[config.mk]
export PLATFORM = sky130hd
export DESIGN_NAME = axi_sram_slave
export DESIGN_NICKNAME = d
export VERILOG_FILES = /design/src/rtl/axi_sram_slave.sv
export SDC_FILE = /design/constraint.sdc
export NUM_CORES = 1
export LEC_CHECK = 0
export BUFFER_PORTS_ARGS = -buffer_cell sky130_fd_sc_hd__buf_4
export CAP_MARGIN = 40
export CORE_AREA = 4 4 118 120
export DETAILED_ROUTE_END_ITERATION = 16
export DIE_AREA = 0 0 122 124
export PLACE_DENSITY_LB_ADDON = 0.15
export SYNTH_ARGS = -nofsm -noshare
export SYNTH_HDL_FRONTEND = slang
export SYNTH_SLANG_ARGS = --single-unit
[constraint.sdc]
create_clock -name ACLK -period 1.8 [get_ports ACLK]
set_input_delay 0.18 -clock ACLK [delete_from_list [all_inputs] [get_ports ACLK]]
set_output_delay 0.18 -clock ACLK [all_outputs]
set_load 0.005 [all_outputs]
[src/rtl/axi_sram_slave.sv]
`default_nettype none
// +----------------------------------------------------------------------------+
// | Module   : axi_sram_slave                                                  |
// | Purpose  : AXI4 slave bridging single-beat/INCR bursts to one sync SRAM.   |
// | Revision : 1.0 - initial release                                           |
// +----------------------------------------------------------------------------+
module axi_sram_slave #(
  parameter int ID_W   = 8,
  parameter int ADDR_W = 32,
  parameter int DATA_W = 32,
  parameter int MEM_AW = 14
) (
  input  logic                ACLK,
  input  logic                ARESETn,
  // write address
  input  logic [ID_W-1:0]     AWID,
  input  logic [ADDR_W-1:0]   AWADDR,
  input  logic [3:0]          AWLEN,
  input  logic [2:0]          AWSIZE,
  input  logic [1:0]          AWBURST,
  input  logic                AWVALID,
  output logic                AWREADY,
  // write data
  input  logic [DATA_W-1:0]   WDATA,
  input  logic [DATA_W/8-1:0] WSTRB,
  input  logic                WLAST,
  input  logic                WVALID,
  output logic                WREADY,
  // write response
  output logic [ID_W-1:0]     BID,
  output logic [1:0]          BRESP,
  output logic                BVALID,
  input  logic                BREADY,
  // read address
  input  logic [ID_W-1:0]     ARID,
  input  logic [ADDR_W-1:0]   ARADDR,
  input  logic [3:0]          ARLEN,
  input  logic [2:0]          ARSIZE,
  input  logic [1:0]          ARBURST,
  input  logic                ARVALID,
  output logic                ARREADY,
  // read data
  output logic [ID_W-1:0]     RID,
  output logic [DATA_W-1:0]   RDATA,
  output logic [1:0]          RRESP,
  output logic                RLAST,
  output logic                RVALID,
  input  logic                RREADY,
  // SRAM macro
  output logic                CEB,
  output logic                WEB,
  output logic [DATA_W-1:0]   BWEB,
  output logic [MEM_AW-1:0]   A,
  output logic [DATA_W-1:0]   DI,
  input  logic [DATA_W-1:0]   DO
);

  typedef enum logic [2:0] {
    S_IDLE    = 3'd0,
    S_R_FETCH = 3'd1,
    S_R_DATA  = 3'd2,
    S_W_DATA  = 3'd3,
    S_W_RESP  = 3'd4
  } state_t;

  localparam logic [1:0] c_resp_okay   = 2'b00;
  localparam logic [1:0] c_resp_slverr = 2'b10;
  localparam logic [1:0] c_burst_fixed = 2'b00;

  state_t              r_state;
  logic                r_prio_rd;
  logic [ID_W-1:0]     r_id;
  logic [MEM_AW-1:0]   r_addr;
  logic [3:0]          r_len;
  logic [3:0]          r_cnt;
  logic                r_fixed;
  logic                r_err;
  logic                r_wready;
  logic                r_bvalid;
  logic [ID_W-1:0]     r_bid;
  logic [1:0]          r_bresp;
  logic                r_rvalid;
  logic                r_rlast;
  logic [ID_W-1:0]     r_rid;
  logic [DATA_W-1:0]   r_rdata;
  logic                r_rfirst;

  logic                w_idle;
  logic                w_ar_go;
  logic                w_aw_go;
  logic                w_wbeat;
  logic                w_last;
  logic [MEM_AW-1:0]   w_next_addr;
  logic [DATA_W-1:0]   w_bweb;

  // Size and out-of-window address bits carry no meaning for this slave.
  logic w_unused;
  assign w_unused = ^{AWSIZE, ARSIZE,
                      AWADDR[ADDR_W-1:MEM_AW+2], AWADDR[1:0],
                      ARADDR[ADDR_W-1:MEM_AW+2], ARADDR[1:0]};

  assign w_idle      = (r_state == S_IDLE);
  assign w_ar_go     = w_idle & ARVALID & ~(AWVALID & ~r_prio_rd);
  assign w_aw_go     = w_idle & AWVALID & ~(ARVALID & r_prio_rd);
  assign w_wbeat     = (r_state == S_W_DATA) & WVALID;
  assign w_last      = (r_cnt == r_len);
  assign w_next_addr = r_fixed ? r_addr : r_addr + {{(MEM_AW-1){1'b0}}, 1'b1};

  always_comb begin
    w_bweb = '1;
    for (int k = 0; k < DATA_W/8; k++) begin
      w_bweb[k*8 +: 8] = ~{8{WSTRB[k]}};
    end
  end

  assign ARREADY = w_ar_go;
  assign AWREADY = w_aw_go;
  assign WREADY  = r_wready;
  assign BVALID  = r_bvalid;
  assign BID     = r_bid;
  assign BRESP   = r_bresp;
  assign RVALID  = r_rvalid;
  assign RLAST   = r_rlast;
  assign RID     = r_rid;
  assign RRESP   = c_resp_okay;
  // SRAM output is only valid in the first R_DATA cycle; hold a copy after that.
  assign RDATA   = r_rfirst ? DO : r_rdata;

  // Write beats hit the SRAM in the same cycle WVALID is seen.
  assign CEB  = ~((r_state == S_R_FETCH) | w_wbeat);
  assign WEB  = ~w_wbeat;
  assign A    = r_addr;
  assign DI   = w_wbeat ? WDATA : '0;
  assign BWEB = w_wbeat ? w_bweb : '1;

  always_ff @(posedge ACLK or negedge ARESETn) begin
    if (!ARESETn) begin
      r_state   <= S_IDLE;
      r_prio_rd <= 1'b0;
      r_id      <= '0;
      r_addr    <= '0;
      r_len     <= '0;
      r_cnt     <= '0;
      r_fixed   <= 1'b0;
      r_err     <= 1'b0;
      r_wready  <= 1'b0;
      r_bvalid  <= 1'b0;
      r_bid     <= '0;
      r_bresp   <= c_resp_okay;
      r_rvalid  <= 1'b0;
      r_rlast   <= 1'b0;
      r_rid     <= '0;
      r_rdata   <= '0;
      r_rfirst  <= 1'b0;
    end else begin
      r_rfirst <= 1'b0;
      case (r_state)
        S_IDLE: begin
          if (w_ar_go) begin
            r_id      <= ARID;
            r_addr    <= ARADDR[MEM_AW+1:2];
            r_len     <= ARLEN;
            r_fixed   <= (ARBURST == c_burst_fixed);
            r_cnt     <= '0;
            r_prio_rd <= 1'b0;
            r_state   <= S_R_FETCH;
          end else if (w_aw_go) begin
            r_id      <= AWID;
            r_addr    <= AWADDR[MEM_AW+1:2];
            r_len     <= AWLEN;
            r_fixed   <= (AWBURST == c_burst_fixed);
            r_cnt     <= '0;
            r_err     <= 1'b0;
            r_wready  <= 1'b1;
            r_prio_rd <= 1'b1;
            r_state   <= S_W_DATA;
          end
        end

        S_R_FETCH: begin
          r_rvalid <= 1'b1;
          r_rlast  <= w_last;
          r_rid    <= r_id;
          r_rfirst <= 1'b1;
          r_state  <= S_R_DATA;
        end

        S_R_DATA: begin
          if (r_rfirst) begin
            r_rdata <= DO;
          end
          if (RREADY) begin
            r_rvalid <= 1'b0;
            r_rlast  <= 1'b0;
            if (w_last) begin
              r_state <= S_IDLE;
            end else begin
              r_cnt   <= r_cnt + 4'd1;
              r_addr  <= w_next_addr;
              r_state <= S_R_FETCH;
            end
          end
        end

        S_W_DATA: begin
          if (WVALID) begin
            if (w_last) begin
              // A missing WLAST on the final beat is an error too.
              r_bresp  <= (r_err | ~WLAST) ? c_resp_slverr : c_resp_okay;
              r_bid    <= r_id;
              r_bvalid <= 1'b1;
              r_wready <= 1'b0;
              r_state  <= S_W_RESP;
            end else begin
              r_err  <= r_err | WLAST;
              r_cnt  <= r_cnt + 4'd1;
              r_addr <= w_next_addr;
            end
          end
        end

        S_W_RESP: begin
          if (BREADY) begin
            r_bvalid <= 1'b0;
            r_state  <= S_IDLE;
          end
        end

        default: r_state <= S_IDLE;
      endcase
    end
  end

endmodule
`default_nettype wire

==> out/results.tsv, run 1 <==
stage	metric	value	unit
worst_setup_path	category of the worst setup path launch point	register	
synth	post-synth cell types	56	
synth	parity-gate share of the synthesized area counting xor and xnor cells	0.00689	
cts	Clock Path Buffers	2	
sta	setup-violating endpoint count in the final report	75	
worst_setup_path	WP data required	1.62	ns
floorplan	site row count	42	
worst_setup_path	crit path from	r_state[2]$_DFFE_PN0P_	
grt	Tot GR Track Use	0.197	
worst_setup_path	crit path to	BWEB[29]	
status	failing checks	negative setup slack	
sta	worst clock skew	0.00747	ns
cts	Clk pin slew, worst setup/hold paths	0.06	ns
synth	flip-flop and latch count after synthesis	90	
cts	TritonCTS clock tree	yes	
worst_setup_path	total stage count of the critical path	5	
sta	worst-case setup margin in the final layout	-0.0427	ns
floorplan	placeable core region	0.0130	sq mm
synth	YS warnings	0	
sta	highest clock frequency the design can meet	543	MHz
cells_and_area	Layout Area Growth over Synthesis	60.5	%
synth	Area contributors post-synth	dfrtp_1 44%, mux2_2 17%, buf_4 5.0%, nand2_1 4.4%, and2_1 3.9%	
routing	antenna-violating nets left	0	
synth	cell type with the highest aggregate area in the netlist	dfrtp_1	
worst_setup_path	cell family contributing the most delay on the critical path	simple AND/OR/NAND/NOR gates	
worst_setup_path	endpoint of the most critical register-to-register path	r_rdata[17]$_DFFE_PN0P_	
job	maxcap violations	0	
cells_and_area	ANT cells	0	
floorplan	vertical extent of the die	124	um
grt	maximum number of pins on one net before global-route repair	50	
routing	WL/cell	16.9	um
place	number of buffers added on ports	266	
worst_setup_path	endpoint kind of the worst setup timing path	primary output	
cts	worst-skew pair later-pin latency	0.34	ns
place	instance area after placement	0.00730	sq mm
synth	share of the synthesized area in compound gates (AO/OA/AOI/OAI)	0.111	
synth	largest family of logic cells by synthesized area	multiplexers	
grt	M1 GR Usage	0.226	
synth	simple-gate area share of the yosys netlist	0.156	
worst_setup_path	critical path type	reg2out	
synth	fraction of synthesized area in multiplexers	0.195	
synth	Mapped Cells	492	
power_and_ir_drop	sum of internal, switching and leakage power	13.8	mW
grt	number of antenna violations at the first check in global routing	0	
synth	Seq/Total Area, Yosys	0.443	
sta	time the final worst path needs with I/O delays and setup	1.84	ns
power_and_ir_drop	Pwr per Cell Area	1690	mW/mm^2
grt	met2 Track Usage GR	0.365	
floorplan	initial core utilization	0.392	
floorplan	# IOs	312	
synth	area share of the largest cell type after synthesis	0.443	
worst_setup_path	Data arrival, critical path	1.66	ns
power_and_ir_drop	Static Leakage	3.92	nW
cells_and_area	nets	948	
sta	setup repair after global routing missed its margin	yes	
cells_and_area	final instance area	0.00816	sq mm
cts	Clock Sink Count	90	
cts	htree depth	3	
min_path	Tightest Hold Check Type	in2reg	
worst_setup_path	RR Startpoint	r_state[2]$_DFFE_PN0P_	
synth	arithmetic-cell share of the synthesized area counting full adders, half adders and majority gates	0.00492	
worst_setup_path	crit path cell chain	nor2b_2 -> and3_4 -> buf_12 -> nand2_2 -> buf_4	
cells_and_area	most common library cell in the layout ignoring fill and taps	buf_4	
worst_setup_path	highest-delay cell along the critical path	dfrtp_2	
sta	final-report hold violation count	0	
status	outcome	complete, but fails checks	
routing	detailed-router iteration count before antenna repair	4	
routing	iteration-0 DRC count of the detailed router	224	
grt	aggregate global routing overflow	0	
sta	portion of the clock cycle consumed by the worst path in the final layout	1.02	
worst_setup_path	register-to-register path setup slack	-0.02	ns
cells_and_area	share of post-route cells with drive strength above 1	0.600	
synth	area of the mapped netlist	0.00509	sq mm
grt	vias in the first global route	4767	
place	half-perimeter wire length of the detailed placement result	11.6	mm
routing	Residual DRC	0	
worst_setup_path	largest fanout on the critical path	8	
power_and_ir_drop	peak supply drop	0.000626	V
routing	post-DR vias/cell	4.97	
grt	met3 routing resource usage after global routing	0.0450	
sta	final slew viol count	0	
worst_setup_path	maximum cell stage delay along the critical path	0.43	ns
cts	cell at the root of the clock tree	clkbuf_16	
routing	total length of routed wires	16.1	mm
floorplan	Total Die Area	0.0151	sq mm
floorplan	horizontal die dimension	122	um
worst_setup_path	R2R cell count	6	
grt	most heavily used metal layer in global routing	met2	
synth	mean post-synth cell area	10.3	sq um
grt	wire length of the first global-routing pass	23.7	mm
cts	total CTS buffers	9	
routing	total number of vias	4741	
worst_setup_path	Critical path buffers and inverters	2	
cells_and_area	most frequent cells in the layout	286 x buf_4, 87 x dfrtp_1, 78 x mux2_2, 55 x nand2_1, 28 x buf_6	
place	placer's final routability congestion estimate	0.832	
## cell usage after synthesis, drive strengths merged
master	number
o22a	8
nand2	59
mux2i	7
or2	1
a22oi	1
and2	32
nand2b	3
o21ai	10
buf	49
a2bb2oi	3
xnor2	4
and3	4
o211a	1
nor2	28
o32a	1
o2bb2ai	1
clkinv	1
dfrtp	90
nand4	3
a32oi	2
or4	1
a21o	2
a41oi	1
a21oi	12
a22o	1
conb	1
a221oi	2
nor2b	6
a31oi	18
nor3	9
mux2	82
inv	8
a311o	1
nand3	11
o32ai	2
and4	1
a211o	1
or3	3
ha	2
nor4	1
o22ai	4
clkbuf	11
o21a	2
o211ai	2
## timing repair
item,4_1_cts,5_1_grt
gates resized for setup,15,55
buffers inserted,9,5
endpoints found under the hold margin,21,0
gates cloned,1,6
pin swaps,3,21
endpoints found under the setup margin,75,124
hold buffers,1,0
## metal layers
| layer | vias to the layer above | part of all wire | wire length, um |
|---|---|---|---|
| met1 | 2304 | 0.38 | 6150 |
| met4 | 0 | 0.012 | 194 |
| li1 | 2251 | - | - |
| met5 | - | 0 | 0 |
| met3 | 16 | 0.076 | 1220 |
| met2 | 170 | 0.53 | 8540 |
## where the power goes
part / leakage [nW] / internal, mW / switching (mW)
logic: 2.68 / 4.67 / 3.34
registers: 1.08 / 3.05 / 0.673
clock network: 0.159 / 1.26 / 0.801
## final cells by class
type                       instances  area (sq um)
clock buffer                      10           239
clock inverter                     6          90.1
fill                            1126          4820
inverter                           9          41.3
multi-input combinational        335          2580
sequential                        90          2260
tap                              176           220
timing repair buffer             327          2740
## metrics by stage
stage                     setup TNS, ns  utilization  worst slack (ns)  hold WS [ns]  instances
after floorplan                       0            -            0.0875        -0.116        494
after global placement          -0.0245        0.563           -0.0245         0.103        915
after detailed placement        -0.0530        0.563           -0.0334         0.101        915
after CTS                       -0.0806        0.599           -0.0435        0.0197        942
after global routing              -6.87        0.629           -0.0984        0.0251        953
final                             -1.67        0.629           -0.0427        0.0339        953
## state kept, by name (all words and copies together) (netlist names), 3 cells and up
signal,cells
r_id,8
r_cnt,4
BID,8
r_state,3
A,14
RID,8
r_len,4
r_rdata,32
## cell families after synthesis
family	Yosys count
adder cells (fa/ha/maj)	2
multiplexers	89
AND/OR/NAND/NOR	162
XOR/XNOR	4
flip-flops	90
AO/OA/AOI/OAI	75
buffers and inverters	69
other	1
## worst min-delay path by stage
stage | from | end | slack, ns | cells after the start
after CTS | BREADY | r_state[2]$_DFFE_PN0P_ | 0.02 | 2
after global routing | BREADY | r_state[2]$_DFFE_PN0P_ | 0.03 | 2
after detailed placement | ARESETn | r_rdata[9]$_DFFE_PN0P_ | 0.10 | 1
after global placement | ARESETn | r_rdata[9]$_DFFE_PN0P_ | 0.10 | 1
final | BREADY | r_state[2]$_DFFE_PN0P_ | 0.03 | 2
after floorplan | ARESETn | A[0]$_DFFE_PN0P_ | -0.12 | 0
Note: power is estimated with default switching activity, not from simulation.
==> run 2: changes to the inputs <==
Settings changed: ABC_AREA set to 1, CAP_MARGIN 40 to 5, CORE_AREA 4 4 118 120 to 4 4 129 131, DIE_AREA 0 0 122 124 to 0 0 133 135.
==> out/results.tsv, run 2 <==
stage	metric	value	unit	change
routing	total length of routed wires	16.2	mm	+0.33%
synth	Area contributors post-synth	dfrtp_1 42%, nand2_1 16%, o21ai_0 11%, inv_1 9.0%, buf_4 4.5%		
synth	most common cell in the netlist	nand2_1		
power_and_ir_drop	peak supply drop	0.000698	V	+12%
floorplan	# IOs	312		unchanged
worst_setup_path	Critical path buffers and inverters	3		+1
sta	worst-case setup margin in the final layout	0.0346	ns	+0.0774 ns
sta	final-report hold violation count	0		unchanged
routing	iteration-0 DRC count of the detailed router	300		+34%
worst_setup_path	Data arrival, critical path	1.59	ns	-0.07 ns
cts	total CTS buffers	9		unchanged
grt	maximum number of pins on one net before global-route repair	67		+34%
power_and_ir_drop	Pwr per Cell Area	1530	mW/mm^2	-9.4%
cells_and_area	nets	1202		+27%
floorplan	vertical extent of the die	135	um	+8.9%
worst_setup_path	WP data required	1.62	ns	about the same
floorplan	placeable core region	0.0156	sq mm	+20%
power_and_ir_drop	clock power share	0.170		+0.021
grt	Tot GR Track Use	0.172		-0.0243
cts	worst-skew pair later-pin latency	0.35	ns	about the same
cts	TritonCTS clock tree	yes		
synth	count of flip-flops with a built-in enable after synthesis	0		unchanged
cells_and_area	max FFs per register	32		unchanged
cts	cell at the root of the clock tree	clkbuf_16		
worst_setup_path	highest-delay cell along the critical path	dfrtp_1		
grt	wire length of the first global-routing pass	25.3	mm	+7.0%
sta	final slew viol count	0		unchanged
synth	mean post-synth cell area	6.82	sq um	-34%
grt	vias in the first global route	4955		+3.9%
synth	flip-flop and latch count after synthesis	90		unchanged
cts	htree depth	3		unchanged
place	half-perimeter wire length of the detailed placement result	12.5	mm	+7.7%
power_and_ir_drop	register share of total power	0.287		+0.017
sta	portion of the clock cycle consumed by the worst path in the final layout	0.981		-0.0430
sta	hold slack final	0.0953	ns	+0.0614 ns
sta	setup-violating endpoint count in the final report	0		-100%
sta	setup total negative slack	0	ns	+1.67 ns
grt	aggregate global routing overflow	0		unchanged
cells_and_area	final core occ	0.508		-0.121
place	number of buffers added on ports	266		unchanged
worst_setup_path	endpoint kind of the worst setup timing path	primary output		
job	maxcap violations	0		unchanged
synth	YS warnings	0		unchanged
routing	total number of vias	5363		+13%
cts	Clock Sink Count	90		unchanged
cells_and_area	ANT cells	0		unchanged
power_and_ir_drop	Switching Power	4.93	mW	+2.4%
routing	detailed-router iteration count before antenna repair	5		+1
power_and_ir_drop	Sw Ratio	0.407		+0.0580
place	DP Worst Slack	0.145	ns	+0.179 ns
routing	antenna-violating nets left	0		unchanged
cells_and_area	register ranked first by flip-flop count	r_rdata		
floorplan	site row count	46		+9.5%
synth	area of the mapped netlist	0.00532	sq mm	+4.6%
cells_and_area	Layout Area Growth over Synthesis	48.7	%	
worst_setup_path	cell family contributing the most delay on the critical path	simple AND/OR/NAND/NOR gates		
cts	Clk pin slew, worst setup/hold paths	0.07	ns	about the same
synth	Seq/Total Area, Yosys	0.423		-0.0196
grt	number of antenna violations at the first check in global routing	0		unchanged
power_and_ir_drop	sum of internal, switching and leakage power	12.1	mW	-12%
synth	post-synth cell types	28		-50%
power_and_ir_drop	Static Leakage	4.36	nW	+11%
sta	setup repair after global routing missed its margin	yes		
sta	worst clock skew	0.00862	ns	+0.00115 ns
worst_setup_path	crit path cell chain	inv_2 -> nor3_4 -> nand2_4 -> buf_12 -> nor2_1 -> buf_4		
sta	time the final worst path needs with I/O delays and setup	1.77	ns	-0.0774 ns
routing	Residual DRC	0		unchanged
synth	area share of the largest cell type after synthesis	0.423		-0.0196
routing	post-DR vias/cell	4.30		-13%
floorplan	horizontal die dimension	133	um	+9.0%
cells_and_area	share of post-route cells with drive strength above 1	0.327		-0.273
cells_and_area	final-layout fill cell count	1581		+40%
cells_and_area	most frequent cells in the layout	287 x buf_4, 225 x nand2_1, 127 x inv_1, 112 x o21ai_0, 88 x dfrtp_1		
place	placer's final routability congestion estimate	0.832		about the same
worst_setup_path	maximum cell stage delay along the critical path	0.39	ns	-0.04 ns
worst_setup_path	largest fanout on the critical path	17		+9
synth	ys flop type	dfrtp_1		
status	outcome	completed		
synth	Synth top cells by count	231 x nand2_1, 128 x inv_1, 112 x o21ai_0		
cells_and_area	most common library cell in the layout ignoring fill and taps	buf_4		
floorplan	initial core utilization	0.341		-0.0507
min_path	Tightest Hold Check Type	in2reg		
power_and_ir_drop	part of the total power dissipated in combinational logic	0.543		-0.038
synth	cell type with the highest aggregate area in the netlist	dfrtp_1		
power_and_ir_drop	total internal power	7.18	mW	-20%
synth	proportion of register bits with asynchronous set or reset after synthesis	1.00		unchanged
cts	Clock Path Buffers	2		unchanged
floorplan	Total Die Area	0.0180	sq mm	+19%
synth	Mapped Cells	781		+59%
routing	WL/cell	13.0	um	-23%
sta	highest clock frequency the design can meet	566	MHz	+4.4%
worst_setup_path	critical path type	reg2out		
worst_setup_path	category of the worst setup path launch point	register		
run 2: changes by cell type after synthesis, sizes merged, moves of 8 or more:
| cell | delta |
|---|---|
| a31oi | -18 |
| and2 | -32 |
| inv | +125 |
| mux2 | -82 |
| nand2 | +174 |
| nand3 | +27 |
| nor2 | +39 |
| nor3 | -8 |
| o21ai | +110 |
run 2: layout make-up:
| class | instances | area [sq um] | area share |
|---|---|---|---|
| clock buffers | 10 | 239 | 0.0302 |
| clock inverters | 5 | 86.3 | 0.0109 |
| inverters | 133 | 502 | 0.0634 |
| multi-input cells | 496 | 2240 | 0.283 |
| flip-flops and latches | 90 | 2250 | 0.285 |
| well taps | 216 | 270 | 0.0341 |
| repair buffers | 296 | 2320 | 0.293 |
run 2: repair_timing:
item / 4_1_cts / 5_1_grt
endpoints found under the hold margin: 31 / 0
gates cloned: 0 / 1
pin swaps: 0 / 2
buffers inserted: 1 / 2
endpoints found under the setup margin: 66 / 85
hold buffers: 1 / 0
gates resized for setup: 11 / 9
run 2: cells by family after synthesis:
group / synth area share
AO/OA/AOI/OAI: 0.139
XOR/XNOR: 0.00658
buffers and inverters: 0.166
flip-flops: 0.423
adder cells (fa/ha/maj): 0.00470
AND/OR/NAND/NOR: 0.260
other: 0.000705
run 2: per-layer routing:
metal | share of wire | vias to the layer above | track usage
met4 | 0.012 | 0 | 0.0514
met3 | 0.060 | 15 | 0.0339
met1 | 0.48 | 2337 | 0.251
met5 | 0 | - | 0
li1 | - | 2860 | -
met2 | 0.45 | 151 | 0.259
run 2: worst paths after layout:
check	startpoint	endpoint	slack, ns	cells after the start
setup / recovery	r_state[1]$_DFFE_PN0P_	DI[22]	0.03	6
hold / removal	ARID[7]	r_id[7]$_DFFE_PN0P_	0.1	3
setup reg to reg	r_state[0]$_DFFE_PN0P_	A[2]$_DFFE_PN0P_	0.15	9
hold reg to reg	BRESP[1]$_DFFE_PN0P_	BRESP[1]$_DFFE_PN0P_	0.48	2
max in group asynchronous	ARESETn	r_rdata[1]$_DFFE_PN0P_	0.89	3
min in group asynchronous	ARESETn	r_rdata[4]$_DFFE_PN0P_	0.34	2
run 2: power by group through the flow:
stage | Clock, mW | Combinational [mW] | Sequential [mW]
4_1_cts | 2.12 | 6.58 | 3.47
5_1_grt | 2.23 | 7.45 | 3.59
3_3_place_gp | 0 | 6.44 | 3.50
6_report | 2.07 | 6.57 | 3.47
2_1_floorplan | 0 | 3.54 | 3.40
3_5_place_dp | 0 | 6.51 | 3.51
run 2: stage by stage:
step	area, sq um	cells
2_1_floorplan	5330	783
3_3_place_gp	7470	1226
3_5_place_dp	7470	1226
4_1_cts	7850	1243
5_1_grt	7920	1246
6_report	7920	1246
run 2: worst reg2reg max path, delay by kind of cell (launching register included):
kind | cells | cell delay (ns)
compound gates | 1 | 0.19
simple gates | 4 | 0.35
buf+inv | 4 | 0.58
flops | 1 | 0.42
==> run 3: changes to the inputs <==
Settings changed: CELL_PAD_IN_SITES_DETAIL_PLACEMENT set to 0, CELL_PAD_IN_SITES_GLOBAL_PLACEMENT set to 2, CORE_AREA 4 4 129 131 to 4 4 169 171, DIE_AREA 0 0 133 135 to 0 0 173 175, SETUP_SLACK_MARGIN set to 0.05, SLEW_MARGIN set to 20.
==> out/results.tsv, run 3 (synthesized netlist as in run 2, its figures left out) <==
stage	metric	value	unit	change
status	outcome	completed		
cts	TritonCTS clock tree	yes		
cts	worst-skew pair later-pin latency	0.34	ns	about the same
power_and_ir_drop	total internal power	7.41	mW	+3.2%
cells_and_area	max FFs per register	32		unchanged
place	DP Worst Slack	0.0196	ns	-0.126 ns
cts	Clock Sink Count	90		unchanged
sta	setup repair after global routing missed its margin	yes		
routing	antenna-violating nets left	0		unchanged
grt	maximum number of pins on one net before global-route repair	47		-30%
job	maxcap violations	0		unchanged
routing	Residual DRC	0		unchanged
cells_and_area	ANT cells	0		unchanged
sta	final slew viol count	0		unchanged
floorplan	horizontal die dimension	173	um	+30%
routing	detailed-router iteration count before antenna repair	5		unchanged
cts	Clk pin slew, worst setup/hold paths	0.07	ns	about the same
cts	total CTS buffers	9		unchanged
cts	cell at the root of the clock tree	clkbuf_16		
worst_setup_path	category of the worst setup path launch point	register		
cells_and_area	share of post-route cells with drive strength above 1	0.349		+0.0218
cts	htree depth	3		unchanged
sta	worst clock skew	0.00941	ns	+0.000785 ns
grt	wire length of the first global-routing pass	31.3	mm	+23%
worst_setup_path	Data arrival, critical path	1.60	ns	about the same
place	total placed cells including tap cells	1357		+11%
sta	setup-violating endpoint count in the final report	0		unchanged
floorplan	site row count	60		+30%
place	half-perimeter wire length of the detailed placement result	15.5	mm	+24%
power_and_ir_drop	sum of internal, switching and leakage power	12.7	mW	+5.0%
grt	Tot GR Track Use	0.128		-0.0440
grt	met3 routing resource usage after global routing	0.0331		-0.000802
sta	final-report hold violation count	0		unchanged
sta	worst-case setup margin in the final layout	0.0186	ns	-0.0160 ns
power_and_ir_drop	register share of total power	0.274		-0.013
floorplan	placeable core region	0.0269	sq mm	+72%
routing	WL/cell	14.5	um	+12%
worst_setup_path	WP data required	1.62	ns	about the same
power_and_ir_drop	part of the total power dissipated in combinational logic	0.564		+0.021
cells_and_area	nets	1215		+1.1%
grt	vias in the first global route	5564		+12%
cells_and_area	register ranked first by flip-flop count	r_rdata		
sta	portion of the clock cycle consumed by the worst path in the final layout	0.990		+0.00889
grt	met2 Track Usage GR	0.222		-0.0368
routing	post-DR vias/cell	3.94		-8.4%
place	instance area after placement	0.00766	sq mm	+2.5%
cells_and_area	final-layout fill cell count	3018		+91%
power_and_ir_drop	Sw Ratio	0.417		+0.0102
grt	most heavily used metal layer in global routing	met2		
worst_setup_path	endpoint kind of the worst setup timing path	primary output		
power_and_ir_drop	peak supply drop	0.000589	V	-16%
power_and_ir_drop	clock power share	0.163		-0.007
cells_and_area	final instance area	0.00837	sq mm	+5.7%
power_and_ir_drop	Switching Power	5.30	mW	+7.6%
floorplan	vertical extent of the die	175	um	+30%
cells_and_area	most common library cell in the layout ignoring fill and taps	buf_4		
sta	highest clock frequency the design can meet	561	MHz	-0.90%
worst_setup_path	critical path type	reg2out		
place	number of buffers added on ports	266		unchanged
routing	iteration-0 DRC count of the detailed router	259		-14%
floorplan	initial core utilization	0.198		-0.143
grt	number of antenna violations at the first check in global routing	0		unchanged
cells_and_area	post-route insts no fill	1384		+11%
routing	total length of routed wires	20.1	mm	+24%
cells_and_area	most frequent cells in the layout	274 x buf_4, 222 x nand2_1, 126 x inv_1, 111 x o21ai_0, 89 x dfrtp_1		
cells_and_area	Layout Area Growth over Synthesis	57.2	%	
grt	M1 GR Usage	0.161		-0.0900
sta	time the final worst path needs with I/O delays and setup	1.78	ns	+0.0160 ns
min_path	Tightest Hold Check Type	in2reg		
routing	total number of vias	5459		+1.8%
worst_setup_path	largest fanout on the critical path	8		-9
grt	aggregate global routing overflow	0		unchanged
cts	Clock Path Buffers	2		unchanged
cells_and_area	final core occ	0.311		-0.196
power_and_ir_drop	Static Leakage	4.47	nW	+2.5%
place	placer's final routability congestion estimate	0.760		-8.7%
floorplan	# IOs	312		unchanged
power_and_ir_drop	Pwr per Cell Area	1520	mW/mm^2	-0.65%
floorplan	Total Die Area	0.0303	sq mm	+69%
==> run 3: cell types whose count changed in the layout (fill, tap and decap cells not counted), sizes merged <==
cell	previous run	this run
clkinvlp	0	2
clkbuf	11	10
buf	294	307
inv	135	134
==> run 3: area by class of cell <==
| cell class | count | area, sq um | area share |
|---|---|---|---|
| repair buffers | 309 | 2520 | 0.302 |
| inverters | 133 | 503 | 0.0601 |
| multi-input cells | 496 | 2340 | 0.280 |
| clock inverters | 6 | 90.1 | 0.0108 |
| clock buffers | 9 | 225 | 0.0269 |
| well taps | 341 | 427 | 0.0510 |
| flip-flops and latches | 90 | 2250 | 0.269 |
==> run 3: final timing paths <==
path	from	endpoint	slack, ns	cells after the start
hold / removal	AWID[0]	r_id[0]$_DFFE_PN0P_	0.10	3
max in group asynchronous	ARESETn	r_state[1]$_DFFE_PN0P_	0.87	3
setup reg to reg	r_state[1]$_DFFE_PN0P_	r_id[7]$_DFFE_PN0P_	0.08	8
min in group asynchronous	ARESETn	r_rdata[6]$_DFFE_PN0P_	0.33	2
setup / recovery	r_state[1]$_DFFE_PN0P_	BWEB[2]	0.02	7
hold reg to reg	BRESP[1]$_DFFE_PN0P_	BRESP[1]$_DFFE_PN0P_	0.49	2
==> run 3: critical path, stage by stage (launching register included) <==
cell        delay, ns
dfrtp_2          0.40
inv_2            0.07
nor3_4           0.22
nand2_4          0.10
clkinvlp_4       0.11
buf_6            0.13
nand2_8          0.08
buf_4            0.14
==> run 3: repair_timing <==
| action | 4_1_cts | 5_1_grt |
|---|---|---|
| cloned | 0 | 1 |
| pin swaps | 3 | 4 |
| hold buffers | 1 | 0 |
| endpoints found under the setup margin | 82 | 111 |
| gates resized for setup | 25 | 48 |
| hold endpoints to repair | 28 | 0 |
| buffers inserted | 9 | 1 |
==> run 3: per-stage QoR <==
| stage | hold WS (ns) | TNS, ns |
|---|---|---|
| floorplan | -0.116 | 0 |
| global placement | 0.163 | 0 |
| detailed placement | 0.166 | 0 |
| CTS | 0.0839 | 0 |
| global route | 0.0881 | -3.38 |
| finish | 0.104 | 0 |
==> run 3: per-layer routing <==
metal | vias up | part of all wire
met5 | - | 0
met4 | 0 | 0.011
met3 | 11 | 0.047
met2 | 134 | 0.49
met1 | 2433 | 0.45
li1 | 2881 | -
==> run 3: power groups by stage <==
stage	clock network [mW]	registers (mW)	logic (mW)
after floorplan	0	3.40	3.54
after global placement	0	3.52	6.79
after detailed placement	0	3.53	6.78
after CTS	2.18	3.48	7.03
after global routing	2.25	3.60	8.12
final	2.07	3.48	7.17
